**config.mk**
```make
export PLATFORM = sky130hd
export DESIGN_NAME = onewire_temp_sequencer
export DESIGN_NICKNAME = d
export VERILOG_FILES = /design/src/rtl/onewire_pkg.sv /design/src/rtl/onewire_step_hs.sv /design/src/rtl/onewire_temp_sequencer.sv
export SDC_FILE = /design/constraint.sdc
export NUM_CORES = 1
export LEC_CHECK = 0
export ABC_AREA = 1
export BUFFER_PORTS_ARGS = -buffer_cell sky130_fd_sc_hd__buf_2
export CORE_ASPECT_RATIO = 0.7
export CORE_MARGIN = 4
export CORE_UTILIZATION = 25
export CTS_CLUSTER_SIZE = 20
export DETAILED_ROUTE_END_ITERATION = 7
export GPL_ROUTABILITY_DRIVEN = 0
export PLACE_DENSITY = 0.41
export RECOVER_POWER = 100
export SYNTH_ARGS = -nofsm -noshare
export SYNTH_HDL_FRONTEND = slang
export SYNTH_SLANG_ARGS = --single-unit
```
**constraint.sdc**
```tcl
create_clock -name clk -period 2 [get_ports clk]
set_input_delay 0.1 -clock clk [delete_from_list [all_inputs] [get_ports clk]]
set_output_delay 0.1 -clock clk [all_outputs]
set_load 0.005 [all_outputs]
```
**src/rtl/onewire_pkg.sv**
```systemverilog
// Shared definitions for the 1-Wire master: timing defaults, ROM/function command
// bytes, bus-driver mux encodings and the temperature sequencer state set.
package onewire_pkg;

    localparam int unsigned DEF_CYCLES_PER_US = 27;
    localparam int unsigned DEF_CONV_WAIT_US  = 750000;

    localparam logic [7:0] DEF_CMD_SKIP_ROM = 8'hCC;
    localparam logic [7:0] DEF_CMD_CONVERT  = 8'h44;
    localparam logic [7:0] DEF_CMD_READ_SP  = 8'hBE;

    localparam logic [1:0] BUS_NONE = 2'd0;
    localparam logic [1:0] BUS_RST  = 2'd1;
    localparam logic [1:0] BUS_WR   = 2'd2;
    localparam logic [1:0] BUS_RD   = 2'd3;

    typedef enum logic [3:0] {
        ST_IDLE,
        ST_RST1,
        ST_SKIP1,
        ST_CONV,
        ST_WAITC,
        ST_RST2,
        ST_SKIP2,
        ST_RDSP,
        ST_RDLSB,
        ST_RDMSB
    } state_t;

    typedef enum logic {
        HS_RUN,
        HS_REL
    } hs_phase_t;

    // Which slot engine owns the bus in a given sequencer state.
    function automatic logic [1:0] step_bus(input state_t s);
        case (s)
            ST_RST1, ST_RST2:                     return BUS_RST;
            ST_SKIP1, ST_CONV, ST_SKIP2, ST_RDSP: return BUS_WR;
            ST_RDLSB, ST_RDMSB:                   return BUS_RD;
            default:                              return BUS_NONE;
        endcase
    endfunction

endpackage

```
**src/rtl/onewire_step_hs.sv**
```systemverilog
// Generic enable/done handshake for one slot-engine step: enable until done is seen,
// then hold off in a release phase until the engine drops done again.
module onewire_step_hs
    import onewire_pkg::*;
(
    input  logic clk,
    input  logic rst_n,
    input  logic active,
    input  logic done,
    output logic en,
    output logic done_seen,
    output logic complete
);

    hs_phase_t phase, phase_next;

    always_ff @(posedge clk) begin
        if (!rst_n) begin
            phase <= HS_RUN;
        end else begin
            phase <= phase_next;
        end
    end

    always_comb begin
        phase_next = phase;
        if (!active) begin
            phase_next = HS_RUN;
        end else if (phase == HS_RUN && done) begin
            phase_next = HS_REL;
        end else if (phase == HS_REL && !done) begin
            phase_next = HS_RUN;
        end
    end

    // Completion re-arms the run phase, so the following step enables on its first cycle.
    always_comb begin
        en        = active && (phase == HS_RUN);
        done_seen = en && done;
        complete  = active && (phase == HS_REL) && !done;
    end

endmodule

```
**src/rtl/onewire_temp_sequencer.sv**
```systemverilog
// Single-drop 1-Wire temperature read: reset, SKIP ROM, CONVERT T, conversion wait,
// reset, SKIP ROM, READ SCRATCHPAD, two read bytes assembled into temp.
module onewire_temp_sequencer
    import onewire_pkg::*;
#(
    parameter int unsigned CYCLES_PER_US = DEF_CYCLES_PER_US,
    parameter int unsigned CONV_WAIT_US  = DEF_CONV_WAIT_US,
    parameter logic [7:0]  CMD_SKIP_ROM  = DEF_CMD_SKIP_ROM,
    parameter logic [7:0]  CMD_CONVERT   = DEF_CMD_CONVERT,
    parameter logic [7:0]  CMD_READ_SP   = DEF_CMD_READ_SP
) (
    input  logic        clk,
    input  logic        rst_n,
    input  logic        start,
    output logic        busy,
    output logic        temp_valid,
    output logic [15:0] temp,
    output logic        presence_err,
    output logic [1:0]  bus_sel,
    output logic        rst_en,
    input  logic        rst_done,
    input  logic        rst_presence,
    output logic        wr_en,
    output logic [7:0]  wr_byte,
    input  logic        wr_done,
    output logic        rd_en,
    input  logic        rd_done,
    input  logic        rd_sample,
    input  logic        ow_in
);

    localparam int unsigned WAIT_CYCLES = CONV_WAIT_US * CYCLES_PER_US;
    localparam int unsigned WAIT_W      = $clog2(WAIT_CYCLES) + 1;

    state_t            state, state_next;
    logic [1:0]        bus_cur;
    logic              step_active, step_done, in_read;
    logic              hs_en, hs_done_seen, hs_complete;
    logic [WAIT_W-1:0] wait_cnt;
    logic [7:0]        sh;
    logic [3:0]        bit_cnt;
    logic [15:0]       stage;

    onewire_step_hs u_step_hs (
        .clk       (clk),
        .rst_n     (rst_n),
        .active    (step_active),
        .done      (step_done),
        .en        (hs_en),
        .done_seen (hs_done_seen),
        .complete  (hs_complete)
    );

    always_comb begin
        bus_cur     = step_bus(state);
        step_active = (bus_cur != BUS_NONE);
        in_read     = (bus_cur == BUS_RD);
        case (bus_cur)
            BUS_RST: step_done = rst_done;
            BUS_WR:  step_done = wr_done;
            BUS_RD:  step_done = rd_done;
            default: step_done = 1'b0;
        endcase
    end

    always_ff @(posedge clk) begin
        if (!rst_n) begin
            state <= ST_IDLE;
        end else begin
            state <= state_next;
        end
    end

    // presence_err is already updated when the reset step completes, so it picks the exit.
    always_comb begin
        state_next = state;
        case (state)
            ST_IDLE:  if (start)       state_next = ST_RST1;
            ST_RST1:  if (hs_complete) state_next = presence_err ? ST_IDLE : ST_SKIP1;
            ST_SKIP1: if (hs_complete) state_next = ST_CONV;
            ST_CONV:  if (hs_complete) state_next = ST_WAITC;
            ST_WAITC: if (wait_cnt == WAIT_W'(WAIT_CYCLES - 1)) state_next = ST_RST2;
            ST_RST2:  if (hs_complete) state_next = presence_err ? ST_IDLE : ST_SKIP2;
            ST_SKIP2: if (hs_complete) state_next = ST_RDSP;
            ST_RDSP:  if (hs_complete) state_next = ST_RDLSB;
            ST_RDLSB: if (hs_complete) state_next = ST_RDMSB;
            ST_RDMSB: if (hs_complete) state_next = ST_IDLE;
            default:                   state_next = ST_IDLE;
        endcase
    end

    always_comb begin
        bus_sel = bus_cur;
        rst_en  = hs_en && (bus_cur == BUS_RST);
        wr_en   = hs_en && (bus_cur == BUS_WR);
        rd_en   = hs_en && (bus_cur == BUS_RD);
        busy    = (state != ST_IDLE);
    end

    always_ff @(posedge clk) begin
        if (!rst_n) begin
            temp         <= '0;
            temp_valid   <= 1'b0;
            presence_err <= 1'b0;
            wr_byte      <= '0;
            sh           <= '0;
            bit_cnt      <= '0;
            stage        <= '0;
            wait_cnt     <= '0;
        end else begin
            temp_valid <= 1'b0;
            if (state == ST_IDLE && start) begin
                presence_err <= 1'b0;
            end else if (hs_done_seen && bus_cur == BUS_RST && !rst_presence) begin
                presence_err <= 1'b1;
            end
            wait_cnt <= (state == ST_WAITC) ? wait_cnt + 1'b1 : '0;
            if (state_next != state) begin
                sh      <= '0;
                bit_cnt <= '0;
            end else if (in_read && rd_sample) begin
                sh      <= {ow_in, sh[7:1]};
                bit_cnt <= bit_cnt + 1'b1;
            end
            if (hs_done_seen && state == ST_RDLSB) stage[7:0]  <= sh;
            if (hs_done_seen && state == ST_RDMSB) stage[15:8] <= sh;
            if (hs_complete && state == ST_RDMSB) begin
                temp       <= stage;
                temp_valid <= 1'b1;
            end
            if (state_next != state) begin
                case (state_next)
                    ST_SKIP1, ST_SKIP2: wr_byte <= CMD_SKIP_ROM;
                    ST_CONV:            wr_byte <= CMD_CONVERT;
                    ST_RDSP:            wr_byte <= CMD_READ_SP;
                    default:            ;
                endcase
            end
        end
    end

endmodule

```
==> flow_summary.json <==
{
  "clock_skew_ns": 0.00909,
  "drc": 0,
  "swShare_pct": 22.9,
  "status": "completed",
  "via_count": 3120,
  "yosysTopAreaCell": "dfxtp_1",
  "drive_gt1_share_pct": 15.9,
  "ir_drop_mv": 0.352,
  "synth-main-ff-cell": "dfxtp_1",
  "antenna_found_initial": 0,
  "yosysMostFrequentCell": "nand2_1",
  "critPathArrivalTime_ns": 2.10,
  "worstReg2RegEnd": "sh[3]",
  "finish.utilization_pct": 31.8,
  "grt_pass1_vias": 2900,
  "num_rows": 35,
  "critical_path_class": "register to register",
  "grt_max_degree": 47,
  "grt_pass1_wl_um": 15100,
  "io_buffers": 39,
  "cp-start-kind": "register",
  "drt-initial-drc-count": 200,
  "first_pass_iters": 4,
  "nFillCells": 1438,
  "tns_ns": 0,
  "die-area_mm2": 0.0158,
  "fin_crit_sh_pct": 92.5,
  "clock_latency_ns": 0.34,
  "synth_top_cells_by_count": "106 x nand2_1, 79 x dfxtp_1, 51 x a21oi_1",
  "timing.fmax_mhz": 541,
  "netlist_area_mm2": 0.00345,
  "worstPathRequired_ns": 2.25,
  "final_cell_count_no_fill": 712,
  "cp-end-kind": "register",
  "intPower_mw": 2.58,
  "cp_max_fo": 5,
  "postRouteAntennaNets": 0,
  "syn_inst": 471,
  "diodes": 0,
  "dp_slack_ns": 0.0778,
  "ys_seq_elements": 79,
  "track_usage_pct": 12.0,
  "post-dp-hpwl_um": 6830,
  "chipWidth_um": 149,
  "clock-sinks": 79,
  "reg2regPathDepth": 8,
  "die_h_um": 106,
  "slew_headroom_pct": 53.8,
  "startpoint": "state[2]",
  "wl_per_cell_um": 13.1,
  "tightest_slew_ns": 0.692,
  "fin_crit_ns": 1.85,
  "cts_tree": "done",
  "reg2reg_from": "state[2]",
  "setup-violations-final": 0,
  "dp.cells": 694,
  "nets": 533,
  "syn_area_per_cell_um2": 7.33,
  "grt_overflow": 0,
  "cts_buffer_depth": 2,
  "holdBufCountCts": 0,
  "p_sw_mw": 0.765,
  "ios": 41,
  "cts_buffers": 9,
  "pwr-share-comb_pct": 3.2,
  "ys_seq_area_share_pct": 45.8,
  "synth_edf_count": 0,
  "r2r_setup_slack_ns": 0.15,
  "synthesis.nets": 482,
  "p_leak_nw": 1.50,
  "setup_slack_ns": 0.151,
  "htreeDepth": 3,
  "crit_path_end": "sh[3]",
  "clk_pin_slew_ns": 0.06,
  "hold_class": "input pin to register",
  "slew_viol_final": 0,
  "synth_top_area_share_pct": 45.8,
  "cts-root-buf": "clkbuf_16",
  "yosysWarnings": 0,
  "pwr-share-seq_pct": 47.5,
  "finalHoldViolations": 0,
  "ys_async_sr_fraction_pct": 0,
  "power_density_mw_per_mm2": 787,
  "rsz0062_at_grt": "no",
  "synth_cell_types": 38,
  "clkPwrFrac_pct": 49.3,
  "wl_um": 9290,
  "core_region_area_mm2": 0.0134,
  "synthTopCellsByArea": "dfxtp_1 46%, nand2_1 12%, a21oi_1 7.4%, nand3_1 7.1%, inv_1 5.0%",
  "max_cap_viol_count": 0,
  "start_util_pct": 25.9,
  "vias_per_cell": 4.38,
  "area_growth_pct": 23.0
}
==> worst max-delay path, stage by stage (launching register included) <==
cell and delay (ns):
dfxtp_1 0.37, nor2_1 0.24, nand2_1 0.15, nor2_1 0.29, nor2_1 0.11, nand3_1 0.17, nand3_4 0.13, buf_4 0.15
a211oi_1 0.15
==> state kept, by name, summed over array words and instances (netlist names) <==
signal           flops
bus_sel              2
temp                16
u_step_hs.phase      1
sh                   8
presence_err         1
state                4
temp_valid           1
wait_cnt            26
wr_byte              4
stage               16
==> layer usage <==
layer  track usage (%)  part of all wire, %  vias to the layer above
met5                 0                    0                        -
met4              3.56                 0.98                        0
met3              4.30                  5.3                        6
met2              14.3                   34                       62
met1              19.3                   59                     1397
li1                  -                    -                     1655
==> timing repair <==
item,CTS,global route
resized for setup,0,12
buffers inserted,0,1
setup endpoints to repair,0,37
==> power groups by stage <==
stage / Clock, mW / Sequential, mW / Combinational (mW)
5_1_grt: 1.75 / 1.59 / 0.124
2_1_floorplan: 0 / 1.62 / 0.0677
3_3_place_gp: 0 / 1.62 / 0.0985
4_1_cts: 1.70 / 1.59 / 0.0989
3_5_place_dp: 0 / 1.62 / 0.0986
6_report: 1.65 / 1.59 / 0.108
==> cell families (layout without fill, tap and decap cells) <==
| kind of cell | count (synthesis) | in the layout | share of synthesized area (%) |
|---|---|---|---|
| and+or+nand+nor | 238 | 239 | 31.6 |
| DFF | 79 | 79 | 45.8 |
| AOI/OAI and AO/OA | 78 | 78 | 12.5 |
| buffers and inverters | 67 | 122 | 7.82 |
| xor gates and xnor gates | 6 | 6 | 1.52 |
| adders and majority gates | 2 | 2 | 0.724 |
| other | 1 | 1 | 0.109 |
==> cell type report <==
cell class,instances,area [µm²],share of cell area (%)
Multi-Input combinational cell,326,1640,38.6
Clock buffer,9,225,5.30
Tap cell,185,231,5.45
Clock inverter,7,72.6,1.71
Inverter,49,184,4.33
Timing Repair Buffer,57,307,7.22
Sequential cell,79,1590,37.3
==> stage by stage <==
stage	cell area [µm²]	hold slack [ns]	total power [mW]
2_1_floorplan	3450	0.212	1.68
3_3_place_gp	3920	0.393	1.72
3_5_place_dp	3920	0.397	1.72
4_1_cts	4220	0.0464	3.39
5_1_grt	4250	0.0449	3.47
6_report	4250	0.0481	3.34
==> worst min path at each step <==
stage / startpoint / end / slack (ns) / depth (start not counted)
finish: ow_in / sh[7] / 0.05 / 3
global route: ow_in / sh[7] / 0.04 / 3
CTS: ow_in / sh[7] / 0.05 / 3
detailed placement: ow_in / sh[7] / 0.40 / 3
global placement: ow_in / sh[7] / 0.39 / 3
floorplan: rst_n / state[0] / 0.21 / 2
==> cells in the final DEF, fill, tap and decap left out, drive strengths merged <==
cell type,n
a31oi,2
inv,49
nor3,16
or2,2
xnor2,1
bufinv,1
nor2,43
nor4,2
dfxtp,79
buf,42
o31ai,1
ha,2
xor2,5
and2,1
conb,1
clkinv,4
a2111oi,1
clkbuf,24
nand4,9
nand2,108
o21ai,13
nand3,54
a211oi,9
nor3b,3
and3,1
a21oi,51
o211ai,1
clkinvlp,2
(Power assumes the default switching activity.)
